`src/rtl/cpu_mem_arbiter_pkg.sv`:
```
// Shared types and constants for the CPU instruction/data memory arbiter.
package arb_pkg;

    localparam int ADDR_W = 32;
    localparam int DATA_W = 32;

    typedef enum logic [1:0] {
        ARB_IDLE = 2'd0,
        ARB_IM   = 2'd1,
        ARB_DM   = 2'd2
    } arb_state_e;

    typedef enum logic {
        GNT_IM = 1'b0,
        GNT_DM = 1'b1
    } arb_grant_e;

    // Active-low byte enables: all ones means no byte is written (a read).
    localparam logic [3:0] BWEB_READ = 4'hF;

    function automatic logic bweb_is_read(input logic [3:0] bweb);
        return (bweb == BWEB_READ);
    endfunction

endpackage

```
`src/rtl/cpu_mem_arbiter_if.sv`:
```
// CPU-side (im_*/dm_*) and memory-side (mem_*) signals of the arbiter.
// slave  : the arbiter's view.
// master : the view of the surrounding CPU + memory wrapper.
interface cpu_mem_arbiter_if #(
    parameter int ADDR_W = 32,
    parameter int DATA_W = 32
);
    logic              im_request_i;
    logic [ADDR_W-1:0] im_pc_i;
    logic              im_wait_o;
    logic [ADDR_W-1:0] im_addr_o;
    logic [DATA_W-1:0] im_dout_o;

    logic              dm_request_i;
    logic [3:0]        dm_bit_write_i;
    logic [ADDR_W-1:0] dm_addr_i;
    logic [DATA_W-1:0] dm_din_i;
    logic              dm_wait_o;
    logic [DATA_W-1:0] dm_dout_o;

    logic              mem_req_o;
    logic [3:0]        mem_bweb_o;
    logic [ADDR_W-1:0] mem_addr_o;
    logic [DATA_W-1:0] mem_wdata_o;
    logic              mem_ready_i;
    logic [DATA_W-1:0] mem_rdata_i;

    modport slave (
        input  im_request_i, im_pc_i,
        output im_wait_o, im_addr_o, im_dout_o,
        input  dm_request_i, dm_bit_write_i, dm_addr_i, dm_din_i,
        output dm_wait_o, dm_dout_o,
        output mem_req_o, mem_bweb_o, mem_addr_o, mem_wdata_o,
        input  mem_ready_i, mem_rdata_i
    );

    modport master (
        output im_request_i, im_pc_i,
        input  im_wait_o, im_addr_o, im_dout_o,
        output dm_request_i, dm_bit_write_i, dm_addr_i, dm_din_i,
        input  dm_wait_o, dm_dout_o,
        input  mem_req_o, mem_bweb_o, mem_addr_o, mem_wdata_o,
        output mem_ready_i, mem_rdata_i
    );
endinterface

```
`src/rtl/cpu_mem_arbiter_port_buf.sv`:
```
// Per-port completion buffer: done flag plus the captured address/data that
// is held for the CPU until the whole pipeline advances.
module arb_port_buf #(
    parameter int ADDR_W = 32,
    parameter int DATA_W = 32
) (
    input  logic              clk,
    input  logic              rst,
    input  logic              i_request,
    input  logic              i_complete,
    input  logic              i_advance,
    input  logic              i_cap_data,
    input  logic [ADDR_W-1:0] i_addr,
    input  logic [DATA_W-1:0] i_data,
    output logic              o_done,
    output logic [ADDR_W-1:0] o_addr,
    output logic [DATA_W-1:0] o_data
);

    logic              r_done;
    logic [ADDR_W-1:0] r_addr;
    logic [DATA_W-1:0] r_data;

    // Done flag set on completion, cleared on advance or when the request drops;
    // address/data captured on completion and held until the next one.
    always_ff @(posedge clk) begin
        if (!rst) begin
            r_done <= 1'b0;
            r_addr <= '0;
            r_data <= '0;
        end else begin
            if (i_advance || !i_request) begin
                r_done <= 1'b0;
            end else if (i_complete) begin
                r_done <= 1'b1;
            end else begin
                r_done <= r_done;
            end
            if (i_complete) begin
                r_addr <= i_addr;
                if (i_cap_data) begin
                    r_data <= i_data;
                end
            end
        end
    end

    assign o_done = r_done;
    assign o_addr = r_addr;
    assign o_data = r_data;

endmodule

```
`src/rtl/cpu_mem_arbiter.sv`:
```
// Arbitrates one single-ported memory between the CPU fetch (IM) and data (DM)
// ports. One transaction is outstanding at a time; results are held until both
// ports stop waiting. Optional macro ARB_RR_EN selects round-robin arbitration
// when both ports are eligible; otherwise DM has fixed priority over IM.
module cpu_mem_arbiter
    import arb_pkg::*;
#(
    parameter int ADDR_W = 32,
    parameter int DATA_W = 32
) (
    input  logic               clk,
    input  logic               rst,
    cpu_mem_arbiter_if.slave   bus
);

    localparam logic [1:0] ST_IDLE = ARB_IDLE;
    localparam logic [1:0] ST_IM   = ARB_IM;
    localparam logic [1:0] ST_DM   = ARB_DM;

    logic [1:0]        r_state;
    logic              r_mem_req;
    logic [3:0]        r_mem_bweb;
    logic [ADDR_W-1:0] r_mem_addr;
    logic [DATA_W-1:0] r_mem_wdata;

    logic              w_im_done;
    logic              w_dm_done;
    logic              w_im_elig;
    logic              w_dm_elig;
    logic              w_im_wait;
    logic              w_dm_wait;
    logic              w_advance;
    logic              w_im_complete;
    logic              w_dm_complete;
    arb_grant_e        w_grant;
    logic [ADDR_W-1:0] w_im_addr;
    logic [DATA_W-1:0] w_im_data;
    logic [ADDR_W-1:0] w_dm_addr_unused;
    logic [DATA_W-1:0] w_dm_data;

    assign w_im_elig     = bus.im_request_i & ~w_im_done;
    assign w_dm_elig     = bus.dm_request_i & ~w_dm_done;
    assign w_im_wait     = w_im_elig;
    assign w_dm_wait     = w_dm_elig;
    assign w_advance     = ~w_im_wait & ~w_dm_wait;
    assign w_im_complete = (r_state == ST_IM) & bus.mem_ready_i;
    assign w_dm_complete = (r_state == ST_DM) & bus.mem_ready_i;

`ifdef ARB_RR_EN
    arb_grant_e r_last_grant;

    // Remember which port was granted last so a contended round goes to the other.
    always_ff @(posedge clk) begin
        if (!rst) begin
            r_last_grant <= GNT_IM;
        end else if ((r_state == ST_IDLE) && (w_im_elig || w_dm_elig)) begin
            r_last_grant <= w_grant;
        end else begin
            r_last_grant <= r_last_grant;
        end
    end

    // Round-robin when both ports compete, otherwise whichever one is eligible.
    always_comb begin
        w_grant = GNT_IM;
        if (w_dm_elig && w_im_elig) begin
            w_grant = (r_last_grant == GNT_IM) ? GNT_DM : GNT_IM;
        end else if (w_dm_elig) begin
            w_grant = GNT_DM;
        end else begin
            w_grant = GNT_IM;
        end
    end
`else
    // Fixed priority: a data access always wins over a fetch.
    always_comb begin
        w_grant = GNT_IM;
        if (w_dm_elig) begin
            w_grant = GNT_DM;
        end else begin
            w_grant = GNT_IM;
        end
    end
`endif

    // Arbiter FSM: grant from IDLE, hold the memory request stable until ready.
    always_ff @(posedge clk) begin
        if (!rst) begin
            r_state     <= ST_IDLE;
            r_mem_req   <= 1'b0;
            r_mem_bweb  <= BWEB_READ;
            r_mem_addr  <= '0;
            r_mem_wdata <= '0;
        end else begin
            case (r_state)
                ST_IDLE: begin
                    if (w_im_elig || w_dm_elig) begin
                        r_mem_req <= 1'b1;
                        if (w_grant == GNT_DM) begin
                            r_state     <= ST_DM;
                            r_mem_addr  <= bus.dm_addr_i;
                            r_mem_bweb  <= bus.dm_bit_write_i;
                            r_mem_wdata <= bus.dm_din_i;
                        end else begin
                            r_state     <= ST_IM;
                            r_mem_addr  <= bus.im_pc_i;
                            r_mem_bweb  <= BWEB_READ;
                            r_mem_wdata <= '0;
                        end
                    end
                end
                ST_IM, ST_DM: begin
                    if (bus.mem_ready_i) begin
                        r_state   <= ST_IDLE;
                        r_mem_req <= 1'b0;
                    end
                end
                default: begin
                    r_state   <= ST_IDLE;
                    r_mem_req <= 1'b0;
                end
            endcase
        end
    end

    arb_port_buf #(.ADDR_W(ADDR_W), .DATA_W(DATA_W)) u_im_buf (
        .clk        (clk),
        .rst        (rst),
        .i_request  (bus.im_request_i),
        .i_complete (w_im_complete),
        .i_advance  (w_advance),
        .i_cap_data (1'b1),
        .i_addr     (r_mem_addr),
        .i_data     (bus.mem_rdata_i),
        .o_done     (w_im_done),
        .o_addr     (w_im_addr),
        .o_data     (w_im_data)
    );

    // Write completions leave the held load data untouched.
    arb_port_buf #(.ADDR_W(ADDR_W), .DATA_W(DATA_W)) u_dm_buf (
        .clk        (clk),
        .rst        (rst),
        .i_request  (bus.dm_request_i),
        .i_complete (w_dm_complete),
        .i_advance  (w_advance),
        .i_cap_data (bweb_is_read(r_mem_bweb)),
        .i_addr     (r_mem_addr),
        .i_data     (bus.mem_rdata_i),
        .o_done     (w_dm_done),
        .o_addr     (w_dm_addr_unused),
        .o_data     (w_dm_data)
    );

    assign bus.im_wait_o   = w_im_wait;
    assign bus.dm_wait_o   = w_dm_wait;
    assign bus.im_addr_o   = w_im_addr;
    assign bus.im_dout_o   = w_im_data;
    assign bus.dm_dout_o   = w_dm_data;
    assign bus.mem_req_o   = r_mem_req;
    assign bus.mem_bweb_o  = r_mem_bweb;
    assign bus.mem_addr_o  = r_mem_addr;
    assign bus.mem_wdata_o = r_mem_wdata;

endmodule

```
`src/flat_wrapper.sv`:
```
// flat-port wrapper written by rule: the top's interface ports become plain ports
module cpu_mem_arbiter_flat import arb_pkg::*;
#(
    parameter int ADDR_W = 32,
    parameter int DATA_W = 32
)
  (clk, rst, bus_im_request_i, bus_im_pc_i, bus_im_wait_o, bus_im_addr_o, bus_im_dout_o, bus_dm_request_i, bus_dm_bit_write_i, bus_dm_addr_i, bus_dm_din_i, bus_dm_wait_o, bus_dm_dout_o, bus_mem_req_o, bus_mem_bweb_o, bus_mem_addr_o, bus_mem_wdata_o, bus_mem_ready_i, bus_mem_rdata_i);
  cpu_mem_arbiter_if #(.ADDR_W(ADDR_W), .DATA_W(DATA_W)) bus_i ();
  input  logic clk;
  input  logic rst;
  input wire logic [$bits(bus_i.im_request_i)-1:0] bus_im_request_i;
  input wire logic [$bits(bus_i.im_pc_i)-1:0] bus_im_pc_i;
  output wire logic [$bits(bus_i.im_wait_o)-1:0] bus_im_wait_o;
  output wire logic [$bits(bus_i.im_addr_o)-1:0] bus_im_addr_o;
  output wire logic [$bits(bus_i.im_dout_o)-1:0] bus_im_dout_o;
  input wire logic [$bits(bus_i.dm_request_i)-1:0] bus_dm_request_i;
  input wire logic [$bits(bus_i.dm_bit_write_i)-1:0] bus_dm_bit_write_i;
  input wire logic [$bits(bus_i.dm_addr_i)-1:0] bus_dm_addr_i;
  input wire logic [$bits(bus_i.dm_din_i)-1:0] bus_dm_din_i;
  output wire logic [$bits(bus_i.dm_wait_o)-1:0] bus_dm_wait_o;
  output wire logic [$bits(bus_i.dm_dout_o)-1:0] bus_dm_dout_o;
  output wire logic [$bits(bus_i.mem_req_o)-1:0] bus_mem_req_o;
  output wire logic [$bits(bus_i.mem_bweb_o)-1:0] bus_mem_bweb_o;
  output wire logic [$bits(bus_i.mem_addr_o)-1:0] bus_mem_addr_o;
  output wire logic [$bits(bus_i.mem_wdata_o)-1:0] bus_mem_wdata_o;
  input wire logic [$bits(bus_i.mem_ready_i)-1:0] bus_mem_ready_i;
  input wire logic [$bits(bus_i.mem_rdata_i)-1:0] bus_mem_rdata_i;
  assign bus_i.im_request_i = bus_im_request_i;
  assign bus_i.im_pc_i = bus_im_pc_i;
  assign bus_im_wait_o = bus_i.im_wait_o;
  assign bus_im_addr_o = bus_i.im_addr_o;
  assign bus_im_dout_o = bus_i.im_dout_o;
  assign bus_i.dm_request_i = bus_dm_request_i;
  assign bus_i.dm_bit_write_i = bus_dm_bit_write_i;
  assign bus_i.dm_addr_i = bus_dm_addr_i;
  assign bus_i.dm_din_i = bus_dm_din_i;
  assign bus_dm_wait_o = bus_i.dm_wait_o;
  assign bus_dm_dout_o = bus_i.dm_dout_o;
  assign bus_mem_req_o = bus_i.mem_req_o;
  assign bus_mem_bweb_o = bus_i.mem_bweb_o;
  assign bus_mem_addr_o = bus_i.mem_addr_o;
  assign bus_mem_wdata_o = bus_i.mem_wdata_o;
  assign bus_i.mem_ready_i = bus_mem_ready_i;
  assign bus_i.mem_rdata_i = bus_mem_rdata_i;
  cpu_mem_arbiter #(.ADDR_W(ADDR_W), .DATA_W(DATA_W)) u_core (.clk(clk), .rst(rst), .bus(bus_i));
endmodule
```
`config.mk`:
```
export PLATFORM = sky130hd
export DESIGN_NAME = cpu_mem_arbiter_flat
export DESIGN_NICKNAME = d
export VERILOG_FILES = /design/src/rtl/cpu_mem_arbiter_pkg.sv /design/src/rtl/cpu_mem_arbiter_if.sv /design/src/rtl/cpu_mem_arbiter_port_buf.sv /design/src/rtl/cpu_mem_arbiter.sv /design/src/flat_wrapper.sv
export SDC_FILE = /design/constraint.sdc
export NUM_CORES = 1
export LEC_CHECK = 0
export ABC_AREA = 0
export ABC_CLOCK_PERIOD_IN_PS = 1500
export CAP_MARGIN = 10
export CORE_MARGIN = 2
export CORE_UTILIZATION = 37
export DETAILED_ROUTE_END_ITERATION = 12
export PLACE_DENSITY = 0.75
export SETUP_SLACK_MARGIN = 0.5
export SKIP_CTS_REPAIR_TIMING = 1
export SLEW_MARGIN = 5
export SYNTH_ARGS = -nofsm -noshare
export SYNTH_HDL_FRONTEND = slang
export SYNTH_SLANG_ARGS = --single-unit
```
`constraint.sdc`:
```
create_clock -name clk -period 1.5 [get_ports clk]
set_input_delay 0.225 -clock clk [delete_from_list [all_inputs] [get_ports clk]]
set_output_delay 0.225 -clock clk [all_outputs]
set_load 0.005 [all_outputs]
```
==> metrics.cfg, run 1 <==
[route]
wl_per_cell_um = 18.1
wirelength_um = 22900
drt_drc_violations_left = 0
wl_met3_um = 1700
initialDrtViolationCount = 291
via_per_inst = 5.00
vias = 6348
drtAntennaViolNets = 0
firstDrtPassIters = 5
top_layer_used = met4
wl_met2_um = 11400
m1WireLength_um = 9190

[floorplan]
die_w_um = 134
coreArea_um2 = 16600
start_util_pct = 37.9
ios = 304
fp-row-count = 47
die_h_um = 134
fp.dieArea_um2 = 18100

[setup_path]
end_kind = flip-flop
r2r_setup_slack_ns = 0.11
path_buf_inv = 2
r2r-start = u_core.r_state[1]
ff2ff_path_depth = 6
crit_required_ns = 1.83
cp_max_fo = 6
max_stage_delay_ns = 0.37
path_class = flip-flop to flip-flop
arrival_ns = 1.72
cp-start-kind = flip-flop
cpMaxStageDelayCell = dfxtp_4
r2r-end = u_core.u_im_buf.o_data[5]
cp_top_family = flip-flops
worstPathCellList = inv_4 > ha_4 > and2_4 > clkbuf_16 > nand2_4 > a21oi_2

[min_path]
hold_start = rst
hold_depth = 2
worstHoldEndpoint = u_core.bus.mem_req_o
min_path_type = input port to flip-flop

[finish]
fin_cells = 1269
syn2layout_area_growth_pct = 78.3
ff_latch_area_um2 = 3600
drive_gt1_share_pct = 48.2
final_nets = 1175
multi_input_area_um2 = 2850
utilization_pct = 67.6
final_area_um2 = 11200
nFillCells = 1332

[timing]
min_period_ns = 1.39
tightest_slew_ns = 0.495
rsz0062_at_grt = yes
skew_ns = 0.0148
slew_violations = 0
setup_violations = 0
whs_ns = 0.119
fmaxAchievable_mhz = 721
finalCritPeriodShare_pct = 92.5
hold_viol = 0
slew_headroom_pct = 67.0

[placed_design]
hpwlAfterDp_um = 14500
place.detailed.instances = 1184
placed_area_um2 = 9770
gp_congestion = 0.779
place.port_buffers = 303

[outcome]
status = complete, no violations

[synthesis]
synth.top_cell.area_share_pct = 53.8
yosysWarnings = 0
yosysSeqAreaShare_pct = 53.8
netlist_area_um2 = 6290
synth_edf_count = 0
ys_top_cells_by_count = nand2_1 (227), dfxtp_1 (169), a21oi_1 (67), mux2i_1 (66)
netlist_instances = 681
ys_seq_elements = 169
syn-num-nets = 821
syn_avg_cell_area_um2 = 9.24
netlist_top_cells_area = dfxtp_1 (54%), nand2_1 (14%), mux2i_1 (10%)
yosysMostFrequentCell = nand2_1
netlist.top_cell.by_area = dfxtp_1
synth_async_sr_flop_share_pct = 0
ys_types = 33
synth-main-ff-cell = dfxtp_1

[clock_network]
root_buffer = clkbuf_16
clockBufferDepth = 2
clkLatencyLatePin_ns = 0.42
cts-buffers-inserted = 17
clk_pin_slew_ns = 0.07
clkSinkCount = 169
cts_max_level = 4
cts_tree = yes

[global_routing]
grt_pass1_vias = 5749
grt_max_degree = 88
grt_pass1_wl_um = 30500
overflow = 0
antenna_found_initial = 1
grt_usage_pct = 21.6

[power_and_ir_drop]
total_power_w = 0.0120
power_leakage_nw = 4.66
power-per-cell-area_nw_per_um2 = 1070
ir_drop_v = 0.000798

[flow_run]
drv_cap = 0

-- worst max path at each step --
stage                                start                          to  slack (ns)  cells after the start
detailed placement        bus_dm_request_i   u_core.bus.mem_addr_o[26]       -0.19                      6
CTS                 u_core.u_im_buf.o_done               bus_im_wait_o       -0.25                      3
global route             u_core.r_state[1]   u_core.u_im_buf.o_data[6]        0.07                      6
global placement          bus_dm_request_i   u_core.bus.mem_addr_o[30]       -0.14                      6
floorplan                u_core.r_state[1]  u_core.bus.mem_wdata_o[10]        0.18                      7
finish                   u_core.r_state[1]   u_core.u_im_buf.o_data[5]        0.11                      6
-- flip-flops by register name (all words and copies together), names as in the netlist --
signal                  count
u_core.bus.mem_addr_o      32
u_core.bus.mem_bweb_o       4
u_core.bus.mem_req_o        1
u_core.bus.mem_wdata_o     32
u_core.r_state              2
u_core.u_dm_buf.o_data     32
u_core.u_dm_buf.o_done      1
u_core.u_im_buf.o_addr     32
u_core.u_im_buf.o_data     32
u_core.u_im_buf.o_done      1
-- cells by family (layout without fill, tap and decap cells) --
family | after synthesis | after routing | synth area share (%)
AND/OR/NAND/NOR | 241 | 242 | 15.1
adder cells (fa/ha/maj) | 3 | 3 | 0.597
AO/OA/AOI/OAI | 140 | 140 | 15.0
other | 0 | 1 | 0
multiplexers | 66 | 66 | 10.5
buffers and inverters | 62 | 428 | 5.05
flip-flops | 169 | 169 | 53.8
-- per-stage QoR --
step	TNS [ns]	setup WS, ns
floorplan	0	0.176
global placement	-9.19	-0.141
detailed placement	-11.29	-0.189
CTS	-3.96	-0.246
global route	0	0.0687
finish	0	0.113
-- where the power goes --
part	switching (W)	internal (W)
Sequential	0.000224	0.00482
Clock	0.00192	0.00271
Combinational	0.00100	0.00137
Total	0.00315	0.00890
-- placed cells by master, fill, tap and decap left out, types with 2 or more instances in the layout --
cell / n
a21oi_1: 52
bufinv_16: 3
clkinvlp_4: 4
clkdlybuf4s50_1: 135
and2_4: 2
o22ai_1: 31
dfxtp_2: 162
inv_4: 3
clkbuf_2: 75
buf_12: 15
nand2_2: 2
o32a_1: 4
a21oi_2: 15
buf_4: 55
nand2_4: 12
dfxtp_4: 5
and3_1: 2
inv_2: 2
inv_8: 2
ha_4: 3
nand3_1: 3
buf_6: 98
clkbuf_16: 27
mux2i_1: 66
dfxtp_1: 2
buf_8: 3
nand2_1: 212
inv_6: 2
a32o_1: 32
clkinv_4: 3
-- worst register-to-register path: cells and delay by family (launching register included) --
| family | cells | cell delay [ns] |
|---|---|---|
| buf+inv | 2 | 0.28 |
| compound gates | 1 | 0.16 |
| flops | 1 | 0.37 |
| fa+ha+maj | 1 | 0.18 |
| simple gates | 2 | 0.31 |
-- per-layer routing --
layer  up-vias  global-route usage, %
li1       3061                      -
met1      2994                   24.7
met5         -                      0
met2       258                   36.7
met3        35                   7.18
met4         0                   9.36
-- cell type report --
class / count / share of cell area, %
antenna: 1 / 0.0223
timing repair buffer: 391 / 34.2
tap: 220 / 2.45
clock inverter: 14 / 1.66
sequential: 169 / 32.1
inverter: 5 / 0.234
clock buffer: 18 / 3.91
multi-input combinational: 451 / 25.4
No activity file was read; power rests on OpenSTA's default activity.
==> run 2: changes to the inputs <==
--- a/config.mk
+++ b/config.mk
@@ -7,7 +7,7 @@
 export LEC_CHECK = 0
 export ABC_AREA = 0
 export ABC_CLOCK_PERIOD_IN_PS = 1500
-export CAP_MARGIN = 10
+export CAP_MARGIN = 20
 export CORE_MARGIN = 2
 export CORE_UTILIZATION = 37
 export DETAILED_ROUTE_END_ITERATION = 12
==> results of run 2 <==
The final DEF is identical to that of run 1; final timing and power are the same.
==> run 3: changes to the inputs <==
--- a/config.mk
+++ b/config.mk
@@ -10,9 +10,9 @@
 export CAP_MARGIN = 20
 export CORE_MARGIN = 2
 export CORE_UTILIZATION = 37
+export CTS_CLUSTER_SIZE = 40
 export DETAILED_ROUTE_END_ITERATION = 12
-export PLACE_DENSITY = 0.75
-export SETUP_SLACK_MARGIN = 0.5
+export PLACE_DENSITY = 0.77
 export SKIP_CTS_REPAIR_TIMING = 1
 export SLEW_MARGIN = 5
 export SYNTH_ARGS = -nofsm -noshare
==> metrics.cfg, run 3 (synthesis gave the netlist of run 1 again) <==
[placed_design]
place_ws_ns = -0.146
hpwlAfterDp_um = 14200
placed_area_um2 = 9710
place.port_buffers = 303
gp_congestion = 0.803

[clock_network]
cts_tree = yes
clkLatencyLatePin_ns = 0.42
cts_max_level = 4
clkSinkCount = 169
clockBufferDepth = 2
cts-buffers-inserted = 17
clk_pin_slew_ns = 0.06
root_buffer = clkbuf_16

[finish]
final_area_um2 = 10800
syn2layout_area_growth_pct = 71.0
final_common_cell = nand2_1
final_nets = 1120
n_antenna_cell = 0
drive_gt1_share_pct = 11.0
utilization_pct = 64.9
final_cell_mix = nand2_1 (226), dlymetal6s2s_1 (162), dfxtp_1 (141), clkdlybuf4s50_1 (140), a21oi_1 (67)

[route]
drt_drc_violations_left = 0
vias = 6030
wl_per_cell_um = 17.0
initialDrtViolationCount = 251
drtAntennaViolNets = 0
via_per_inst = 4.97
wirelength_um = 20600
firstDrtPassIters = 5

[setup_path]
cpMaxStageDelayCell = clkdlybuf4s50_1
worstPathCellList = clkdlybuf4s50_1
max_stage_delay_ns = 0.50
arrival_ns = 1.25
cp_top_family = buffers and inverters
end_kind = primary output
cp-start-kind = flip-flop
crit_required_ns = 1.27
path_class = flip-flop to primary output
path_buf_inv = 1
cp_max_fo = 2

[power_and_ir_drop]
power_frac_clock_pct = 38.8
pwr-share-seq_pct = 44.0
total_power_w = 0.0113
ir_drop_v = 0.000845
internal_power_w = 0.00841
p_switching_w = 0.00289
swShare_pct = 25.6
power_leakage_nw = 6.51
power-per-cell-area_nw_per_um2 = 1050
pwr-share-comb_pct = 17.2

[timing]
skew_ns = 0.00864
setup_violations = 0
finalCritPeriodShare_pct = 98.0
tightest_slew_ns = 0.362
tns_ns = 0
slew_violations = 0
min_period_ns = 1.47
fmaxAchievable_mhz = 680
rsz0062_at_grt = no
hold_viol = 0
fin_ws_ns = 0.0299
slew_headroom_pct = 75.9

[global_routing]
grt_pass1_vias = 5780
grt_max_degree = 80
overflow = 0
grt_pass1_wl_um = 30500
grt_usage_pct = 21.4
antenna_found_initial = 0

[min_path]
min_path_type = input port to flip-flop

[floorplan]
fp-row-count = 47
start_util_pct = 37.9
die_h_um = 134
fp.dieArea_um2 = 18100
die_w_um = 134
ios = 304
coreArea_um2 = 16600

[flow_run]
drv_cap = 0

[outcome]
status = complete, no violations

-- run 3: cell types whose count changed in the layout (fill, tap and decap cells not counted), moves of 32 or more --
cell            delta
clkbuf_2          -75
dfxtp_2          -136
dfxtp_1          +139
buf_4             -32
dlymetal6s2s_1   +162
buf_6             -98
-- run 3: path summary, 6_finish.rpt --
kind	start	end	slack, ns	cells past startpoint
worst min-delay path	rst	u_core.bus.mem_req_o	0.16	2
worst max register to register	u_core.r_state[1]	u_core.bus.mem_req_o	0.08	5
worst max-delay path	u_core.bus.mem_wdata_o[19]	bus_mem_wdata_o[19]	0.03	1
worst min register to register	u_core.u_dm_buf.o_data[19]	u_core.u_dm_buf.o_data[19]	0.45	2
-- run 3: area by class of cell --
class | count | area [um2]
inverter | 5 | 21.3
clock inverter | 13 | 143
clock buffer | 19 | 443
tap | 220 | 275
sequential | 169 | 3420
timing repair buffer | 337 | 3840
fill | 1343 | 5820
multi-input combinational | 450 | 2620
-- run 3: power groups by stage --
stage | clock network [W] | registers, W | logic (W)
finish | 0.00439 | 0.00497 | 0.00195
global route | 0.00466 | 0.00499 | 0.00209
CTS | 0.00446 | 0.00496 | 0.00202
detailed placement | 0 | 0.00505 | 0.00200
global placement | 0 | 0.00505 | 0.00199
floorplan | 0 | 0.00505 | 0.000744
-- run 3: per-stage QoR --
step | hold WS, ns | cells
final | 0.159 | 1213
after global routing | 0.145 | 1213
after CTS | 0.140 | 1211
after detailed placement | 0.446 | 1179
after global placement | 0.440 | 1179
after floorplan | 0.351 | 681
-- run 3: routing by layer --
layer / share of wire [%] / GRT usage (%)
met3: 7.0 / 6.69
met2: 49 / 36.1
met4: 3.3 / 10.2
met1: 40 / 24.8
met5: 0 / 0
